[src/rtl/cpu_duv_bus_model_trace_fifo.sv]
// Show-ahead transaction trace FIFO with sticky overflow and synchronous clear.
module cpu_duv_trace_fifo #(
    parameter int unsigned WIDTH = 25,
    parameter int unsigned DEPTH = 16
) (
    input  logic                     clk,
    input  logic                     rst,
    input  logic                     push,
    input  logic [WIDTH-1:0]         push_data,
    input  logic                     ready,
    input  logic                     clr,
    output logic                     valid,
    output logic [WIDTH-1:0]         head,
    output logic [$clog2(DEPTH):0]   count,
    output logic                     overflow
);
    localparam int unsigned PTR_W = $clog2(DEPTH);
    localparam logic [PTR_W:0] FULL_COUNT = DEPTH[PTR_W:0];

    logic [WIDTH-1:0] mem [DEPTH];
    logic [PTR_W-1:0] wr_ptr;
    logic [PTR_W-1:0] rd_ptr;
    logic             full;
    logic             pop;
    logic             push_ok;

    assign valid   = (count != '0);
    assign full    = (count == FULL_COUNT);
    assign pop     = valid && ready;
    // A push into a full FIFO still lands when the head leaves in the same cycle.
    assign push_ok = push && (!full || pop);
    assign head    = valid ? mem[rd_ptr] : '0;

    always_ff @(posedge clk) begin
        if (rst || clr) begin
            wr_ptr   <= '0;
            rd_ptr   <= '0;
            count    <= '0;
            overflow <= 1'b0;
        end else begin
            if (push_ok) wr_ptr <= wr_ptr + 1'b1;
            if (pop)     rd_ptr <= rd_ptr + 1'b1;
            if (push_ok && !pop)      count <= count + 1'b1;
            else if (!push_ok && pop) count <= count - 1'b1;
            if (push && !push_ok) overflow <= 1'b1;
        end
    end

    always_ff @(posedge clk) begin
        if (push_ok && !rst && !clr) mem[wr_ptr] <= push_data;
    end

endmodule

[config.mk]
export PLATFORM = sky130hd
export DESIGN_NAME = cpu_duv_trace_fifo
export DESIGN_NICKNAME = d
export VERILOG_FILES = /design/src/rtl/cpu_duv_bus_model_trace_fifo.sv
export SDC_FILE = /design/constraint.sdc
export NUM_CORES = 1
export LEC_CHECK = 0
export BUFFER_PORTS_ARGS = -buffer_cell sky130_fd_sc_hd__buf_2
export CELL_PAD_IN_SITES_DETAIL_PLACEMENT = 1
export CELL_PAD_IN_SITES_GLOBAL_PLACEMENT = 1
export CORE_MARGIN = 1.5
export CORE_UTILIZATION = 26
export CTS_CLUSTER_SIZE = 10
export DETAILED_ROUTE_END_ITERATION = 8
export GPL_TIMING_DRIVEN = 0
export PLACE_DENSITY = 0.48
export SYNTH_ARGS = -nofsm -noshare
export SYNTH_HDL_FRONTEND = slang
export SYNTH_SLANG_ARGS = --single-unit
[constraint.sdc]
create_clock -name clk -period 4.5 [get_ports clk]
set_input_delay 1.35 -clock clk [delete_from_list [all_inputs] [get_ports clk]]
set_output_delay 1.35 -clock clk [all_outputs]
set_load 0.01 [all_outputs]
==> results of run 1 <==
-- stage by stage --
stage / util (%) / cells
after floorplan: - / 731
after global placement: 28.48 / 1629
after detailed placement: 29.37 / 1653
after CTS: 31.75 / 1722
after global routing: 31.76 / 1722
final: 31.76 / 1722
-- sequential cells by signal, summed over array words and instances (netlist names), named ones only --
name      cells
rd_ptr        4
overflow      1
count         5
mem         400
wr_ptr        4
-- logic make-up (layout without fill, tap and decap cells) --
logic type	count (synthesis)	after routing
XOR/XNOR	7	7
AO/OA/AOI/OAI	39	39
buffers and inverters	43	197
flip-flops	418	418
adder cells (fa/ha/maj)	10	10
AND/OR/NAND/NOR	85	85
multiplexers	129	129
-- Yosys cell counts (5+ instances only) --
master / n
sky130_fd_sc_hd__edfxtp_1: 400
sky130_fd_sc_hd__buf_2: 9
sky130_fd_sc_hd__mux2_2: 25
sky130_fd_sc_hd__nand3_1: 7
sky130_fd_sc_hd__buf_1: 8
sky130_fd_sc_hd__a221o_2: 5
sky130_fd_sc_hd__xor2_1: 6
sky130_fd_sc_hd__ha_1: 9
sky130_fd_sc_hd__and2b_1: 23
sky130_fd_sc_hd__a221o_1: 20
sky130_fd_sc_hd__a21oi_1: 5
sky130_fd_sc_hd__inv_1: 5
sky130_fd_sc_hd__mux4_2: 100
sky130_fd_sc_hd__dfxtp_1: 18
sky130_fd_sc_hd__nor2_1: 33
sky130_fd_sc_hd__clkbuf_1: 13
-- worst max-delay path: stages (launching register included) --
cell	delay (ns)
sky130_fd_sc_hd__dfxtp_1	0.36
sky130_fd_sc_hd__or4_4	0.53
sky130_fd_sc_hd__buf_6	0.16
sky130_fd_sc_hd__o211ai_4	0.32
sky130_fd_sc_hd__clkbuf_4	0.32
sky130_fd_sc_hd__and2b_1	0.21
sky130_fd_sc_hd__a221o_1	0.34
sky130_fd_sc_hd__buf_2	0.17
-- final timing paths --
path,slack [ns],cells past startpoint,from,to
hold reg to reg,0.49,2,overflow$_SDFFE_PP0P_,overflow$_SDFFE_PP0P_
setup / recovery,0.15,7,count[0]$_SDFFE_PP0P_,head[22]
setup reg to reg,1.42,8,count[0]$_SDFFE_PP0P_,mem[1][8]$_DFFE_PP_
hold / removal,0.49,2,overflow$_SDFFE_PP0P_,overflow$_SDFFE_PP0P_
-- where the power goes --
group / switching [µW] / total [µW] / internal [µW] / leakage (µW)
Sequential: 18.3 / 4300 / 4280 / 0.00374
Combinational: 426 / 755 / 329 / 0.00177
Clock: 1470 / 3560 / 2100 / 0.000678
-- per-layer routing --
metal,GRT usage (%),share of wire [%],vias up
li1,-,-,3325
met1,18.04,46,4102
met2,21.30,48,139
met3,2.070,3.6,53
met4,3.867,1.9,2
met5,0,0.030,-
-- area by class of cell --
type	count	area, µm²
fill	6109	42030
tap	837	1047
multi-input combinational	270	3716
inverter	5	18.77
clock inverter	6	56.30
buffer	38	277.8
clock buffer	63	1331
timing repair buffer	85	744.5
sequential	418	12370
-- repair_timing --
item,4_1_cts,5_1_grt
resized for setup,43,9
setup endpoints to repair,25,10
gates cloned,0,0
==> flow_metrics.tcl, run 1 <==
set metrics [dict create \
    synth_enable_flop_cells 400 \
    post-route-drc-count 0 \
    largest_net_degree_at_the_start_of_global_routing 20 \
    setup_viol_count_final 0 \
    io-pin-count 62 \
    finalWirelength_um 40580 \
    synth_simple_gate_area_share_pct 2.944 \
    gr-total-overflow 0 \
    final_antenna_net_count 0 \
    tritoncts "yes" \
    clk_transition_reported_paths_ns 0.05 \
    fin_crit_ns 4.347 \
    nNetsFinal 907 \
    number_of_global_route_vias_before_repair 8412 \
    static_leakage_uw 0.006189 \
    synth_area_um2 16190 \
    powerDensity_nw_per_um2 440.6 \
    tightestPinTransition_ns 0.9029 \
    design.die.area_um2 63780 \
    area_growth_syn_to_layout_pct 20.83 \
    most_common_cell_after_layout_fill_and_taps_aside "sky130_fd_sc_hd__edfxtp_1" \
    finalHoldWorstSlack_ns 0.4853 \
    post-route-period-util_pct 96.61 \
    postPlaceCellArea_um2 18090 \
    root_driver "sky130_fd_sc_hd__clkbuf_16" \
    worstSetupPathType "reg -> out" \
    die_height_um 252.6 \
    syn_avg_cell_area_um2 22.15 \
    ys_seq_elements 418 \
    setup_tns_ns 0 \
    start_util_pct 26.29 \
    clockBufferDepth 3 \
    async_flop_share_pct 0 \
    yosys.area_share.adder_pct 0.8191 \
    clock.fmax_ghz 0.2300 \
    synthCells 731 \
    sequential_element_share_of_the_synthesized_area_pct 76.41 \
    cap_violations 0 \
    drt-initial-drc-count 475 \
    detailedPlace.worstSlack_ns 0.03032 \
    row_count 91 \
    chipWidth_um 252.6 \
    synth_top_area_share_pct 74.18 \
    clkSinkCount 418 \
    end_kind "primary output" \
    drt-wirelength-per-cell_um 23.57 \
    stdcell_area_um2 19560 \
    design_power_total_uw 8619 \
    clock-skew-final_ns 0.008173 \
    postCtsHoldBufs 0 \
    synthFlopType "sky130_fd_sc_hd__edfxtp_1" \
    hold_viol_final 0 \
    timing.critical_path.required_ns 3.15 \
    post_synth_xor_area_fraction_pct 0.3786 \
    cts_buffers 49 \
    synth_top_cell_by_area "sky130_fd_sc_hd__edfxtp_1" \
    detail_route.vias_per_cell 4.426 \
    post_synth_main_area_contributors "sky130_fd_sc_hd__edfxtp_1 (74%), sky130_fd_sc_hd__mux4_2 (14%), sky130_fd_sc_hd__dfxtp_1 (2.2%)" \
    run_status "finished, final reports clean" \
    startpoint_type "flop" \
    final_max_slew_violation_count 0 \
    place_congestion 0.6695 \
    hold_wc_path_type "reg -> reg" \
    ys_warn_count 0 \
    mostFrequentLayoutCells "sky130_fd_sc_hd__edfxtp_1 (400), sky130_fd_sc_hd__mux4_2 (100), sky130_fd_sc_hd__buf_2 (68)" \
    htree_levels 2 \
    drive_gt1_share_pct 36.95 \
    synth.mux.area_fraction_pct 15.90 \
    drt_pass1_iterations 4 \
    critical_path_fanout_max 10 \
    dp.final_hpwl_um 26580 \
    synth_fp_nets 771 \
    numPortBuffers 61 \
    globalRouteTotalUtil_pct 13.10 \
    slew_headroom_pct 39.48 \
    post_cts_setup_buffers 0 \
    synth_top_family_by_area "multiplexers" \
    arrival_ns 3.00 \
    vdd_drop_max_v 0.0002482 \
    clock_network_latency_to_the_later_pin_of_the_worst_skew_pair_ns 0.57 \
    grt_antenna_before_repair 2 \
    num_antenna_cells 0 \
    via_count 7621 \
    netlist-cell-type-count 41 \
    area_fraction_in_compound_gates_after_synthesis_pct 2.164 \
    placeableCoreArea_um2 61600 \
    grt_first_pass_wirelength_um 59350 \
    final_ws_setup_ns 0.1526 \
]
Power figures use the tool's default switching activity.
==> run 2: changes to the inputs <==
--- a/config.mk
+++ b/config.mk
@@ -14,6 +14,7 @@
 export DETAILED_ROUTE_END_ITERATION = 8
 export GPL_TIMING_DRIVEN = 0
 export PLACE_DENSITY = 0.48
+export RECOVER_POWER = 50
 export SYNTH_ARGS = -nofsm -noshare
 export SYNTH_HDL_FRONTEND = slang
 export SYNTH_SLANG_ARGS = --single-unit
==> run 2 against run 1 <==
Net effect: routed wire length is essentially flat; via count shrank 0.45%; first-iteration DRC count grew 0.42%; combinational power shrank 0.5%; clock skew grew 0.0054 ns; register-to-register slack lost 0.18 ns; final cell count is the same; global-route usage is the same; utilization shrank 0.077 points; count of clock-buffer cells in the layout is the same; critical path depth shrank 1; critical path type unchanged; critical endpoint is now head[3].
==> flow_metrics.tcl, run 2 (synthesized netlist as in run 1, its figures left out) <==
set metrics [dict create \
    worstSetupPathType "reg -> out" \
    grt_antenna_before_repair 2 \
    layout_top_registers "mem: 400 flops, count: 5 flops" \
    detail_route.vias_per_cell 4.406 \
    dp_cells 1653 \
    drt-initial-drc-count 477 \
    htree_levels 2 \
    power_frac_seq_pct 49.9 \
    clock_network_latency_to_the_later_pin_of_the_worst_skew_pair_ns 0.58 \
    setup_tns_ns 0 \
    post_cts_setup_buffers 0 \
    design_power_total_uw 8619 \
    drt-wirelength-per-cell_um 23.58 \
    setup_viol_count_final 0 \
    post-route-drc-count 0 \
    slew_headroom_pct 29.92 \
    hold_viol_final 0 \
    final_max_slew_violation_count 0 \
    path_cells "buf_4 > buf_4 > clkdlybuf4s15_2 > mux2_2 > a221o_2 > buf_2" \
    largest_reg_flops 400 \
    clock-skew-final_ns 0.01358 \
    io-pin-count 62 \
    critical_path.most_common_cell "sky130_fd_sc_hd__buf_4" \
    fin_crit_ns 4.340 \
    worst-r2r-cell-count 10 \
    hold_wc_path_type "reg -> reg" \
    comb_power_share_pct 8.7 \
    cellInternalPower_uw 6704 \
    placeableCoreArea_um2 61600 \
    numPortBuffers 61 \
    root_driver "sky130_fd_sc_hd__clkbuf_16" \
    row_count 91 \
    globalRouteTotalUtil_pct 13.10 \
    largest_net_degree_at_the_start_of_global_routing 20 \
    num_antenna_cells 0 \
    mostFrequentLayoutCells "sky130_fd_sc_hd__edfxtp_1 (400), sky130_fd_sc_hd__mux4_2 (100), sky130_fd_sc_hd__clkbuf_16 (51)" \
    cts_buffers 49 \
    design.die.area_um2 63780 \
    clock.fmax_ghz 0.2304 \
    final_cell_count_no_fill 1722 \
    via_count 7587 \
    number_of_global_route_vias_before_repair 8412 \
    arrival_ns 2.99 \
    finalHoldWorstSlack_ns 0.4864 \
    finalWirelength_um 40600 \
    holdPathStages 2 \
    nNetsFinal 907 \
    run_status "finished, final reports clean" \
    cap_violations 0 \
    final_ws_setup_ns 0.1597 \
    chipWidth_um 252.6 \
    powerDensity_nw_per_um2 441.6 \
    drive_gt1_share_pct 33.22 \
    net-switching-power_uw 1914 \
    die_height_um 252.6 \
    end_kind "primary output" \
    critical_path_fanout_max 10 \
    detailedPlace.worstSlack_ns 0.03032 \
    tightestPinTransition_ns 1.047 \
    area_growth_syn_to_layout_pct 20.53 \
    vdd_drop_max_v 0.0002484 \
    drt_pass1_iterations 4 \
    startpoint_type "flop" \
    most_common_cell_after_layout_fill_and_taps_aside "sky130_fd_sc_hd__edfxtp_1" \
    place_congestion 0.6695 \
    power_frac_clock_pct 41.4 \
    tritoncts "yes" \
    max_stage_delay_ns 0.51 \
    gr-total-overflow 0 \
    grt_first_pass_wirelength_um 59350 \
    final_antenna_net_count 0 \
    timing.critical_path.required_ns 3.15 \
    grt_setup_unrepaired "false" \
    clk_transition_reported_paths_ns 0.05 \
    dp.final_hpwl_um 26580 \
    start_util_pct 26.29 \
    post-route-period-util_pct 96.45 \
    registers.top_by_ff_count "mem" \
    cp_slowest_cell "sky130_fd_sc_hd__clkdlybuf4s15_2" \
    clkSinkCount 418 \
    switching_share_pct 22.21 \
    clockBufferDepth 3 \
    static_leakage_uw 0.006094 \
]
[run 2: metrics by stage]
| stage | util [%] | cell area, µm² |
|---|---|---|
| floorplan | - | 16190 |
| CTS | 31.75 | 19560 |
| detailed placement | 29.37 | 18090 |
| global placement | 28.48 | 17540 |
| global route | 31.68 | 19520 |
| finish | 31.68 | 19520 |
[run 2: metal layers]
layer | global-route usage [%] | share of wire (%)
met2 | 21.30 | 48
met4 | 3.867 | 1.9
met5 | 0 | 0.030
met1 | 18.04 | 46
met3 | 2.070 | 3.7
[run 2: area by class of cell]
cell class              count  area (µm²)
fillers                  6117       42080
flip-flops and latches    418       12370
multi-input cells         270        3709
clock buffers              63        1331
well taps                 837        1047
repair buffers             85       704.4
plain buffers              38       277.8
clock inverters             6       56.30
inverters                   5       18.77
[run 2: what timing repair did]
item                                    CTS  global route
gates cloned                              0             0
resized for setup                        43             9
hold buffers                              0             0
endpoints found under the setup margin   25            10
[run 2: worst max-delay path, delay by kind of cell (launching register included)]
kind / cells / cell delay [ns]
mux: 1 / 0.40
flops: 1 / 0.40
compound gates: 1 / 0.37
buf+inv: 4 / 1.24
[run 2: power groups by stage]
stage          logic, µW  clock network, µW  registers, µW
6_report             751               3570           4300
5_1_grt              825               3810           4300
4_1_cts              786               3680           4300
3_5_place_dp         777                  0           4380
3_3_place_gp         764                  0           4380
2_1_floorplan        448                  0           4380
[run 2: final timing paths]
| path | from | to | slack (ns) |
|---|---|---|---|
| setup / recovery | flop | head[3] | 0.16 |
| hold / removal | overflow$_SDFFE_PP0P_ | overflow$_SDFFE_PP0P_ | 0.49 |
| setup reg to reg | count[0]$_SDFFE_PP0P_ | count[4]$_SDFFE_PP0P_ | 1.24 |
| hold reg to reg | overflow$_SDFFE_PP0P_ | overflow$_SDFFE_PP0P_ | 0.49 |
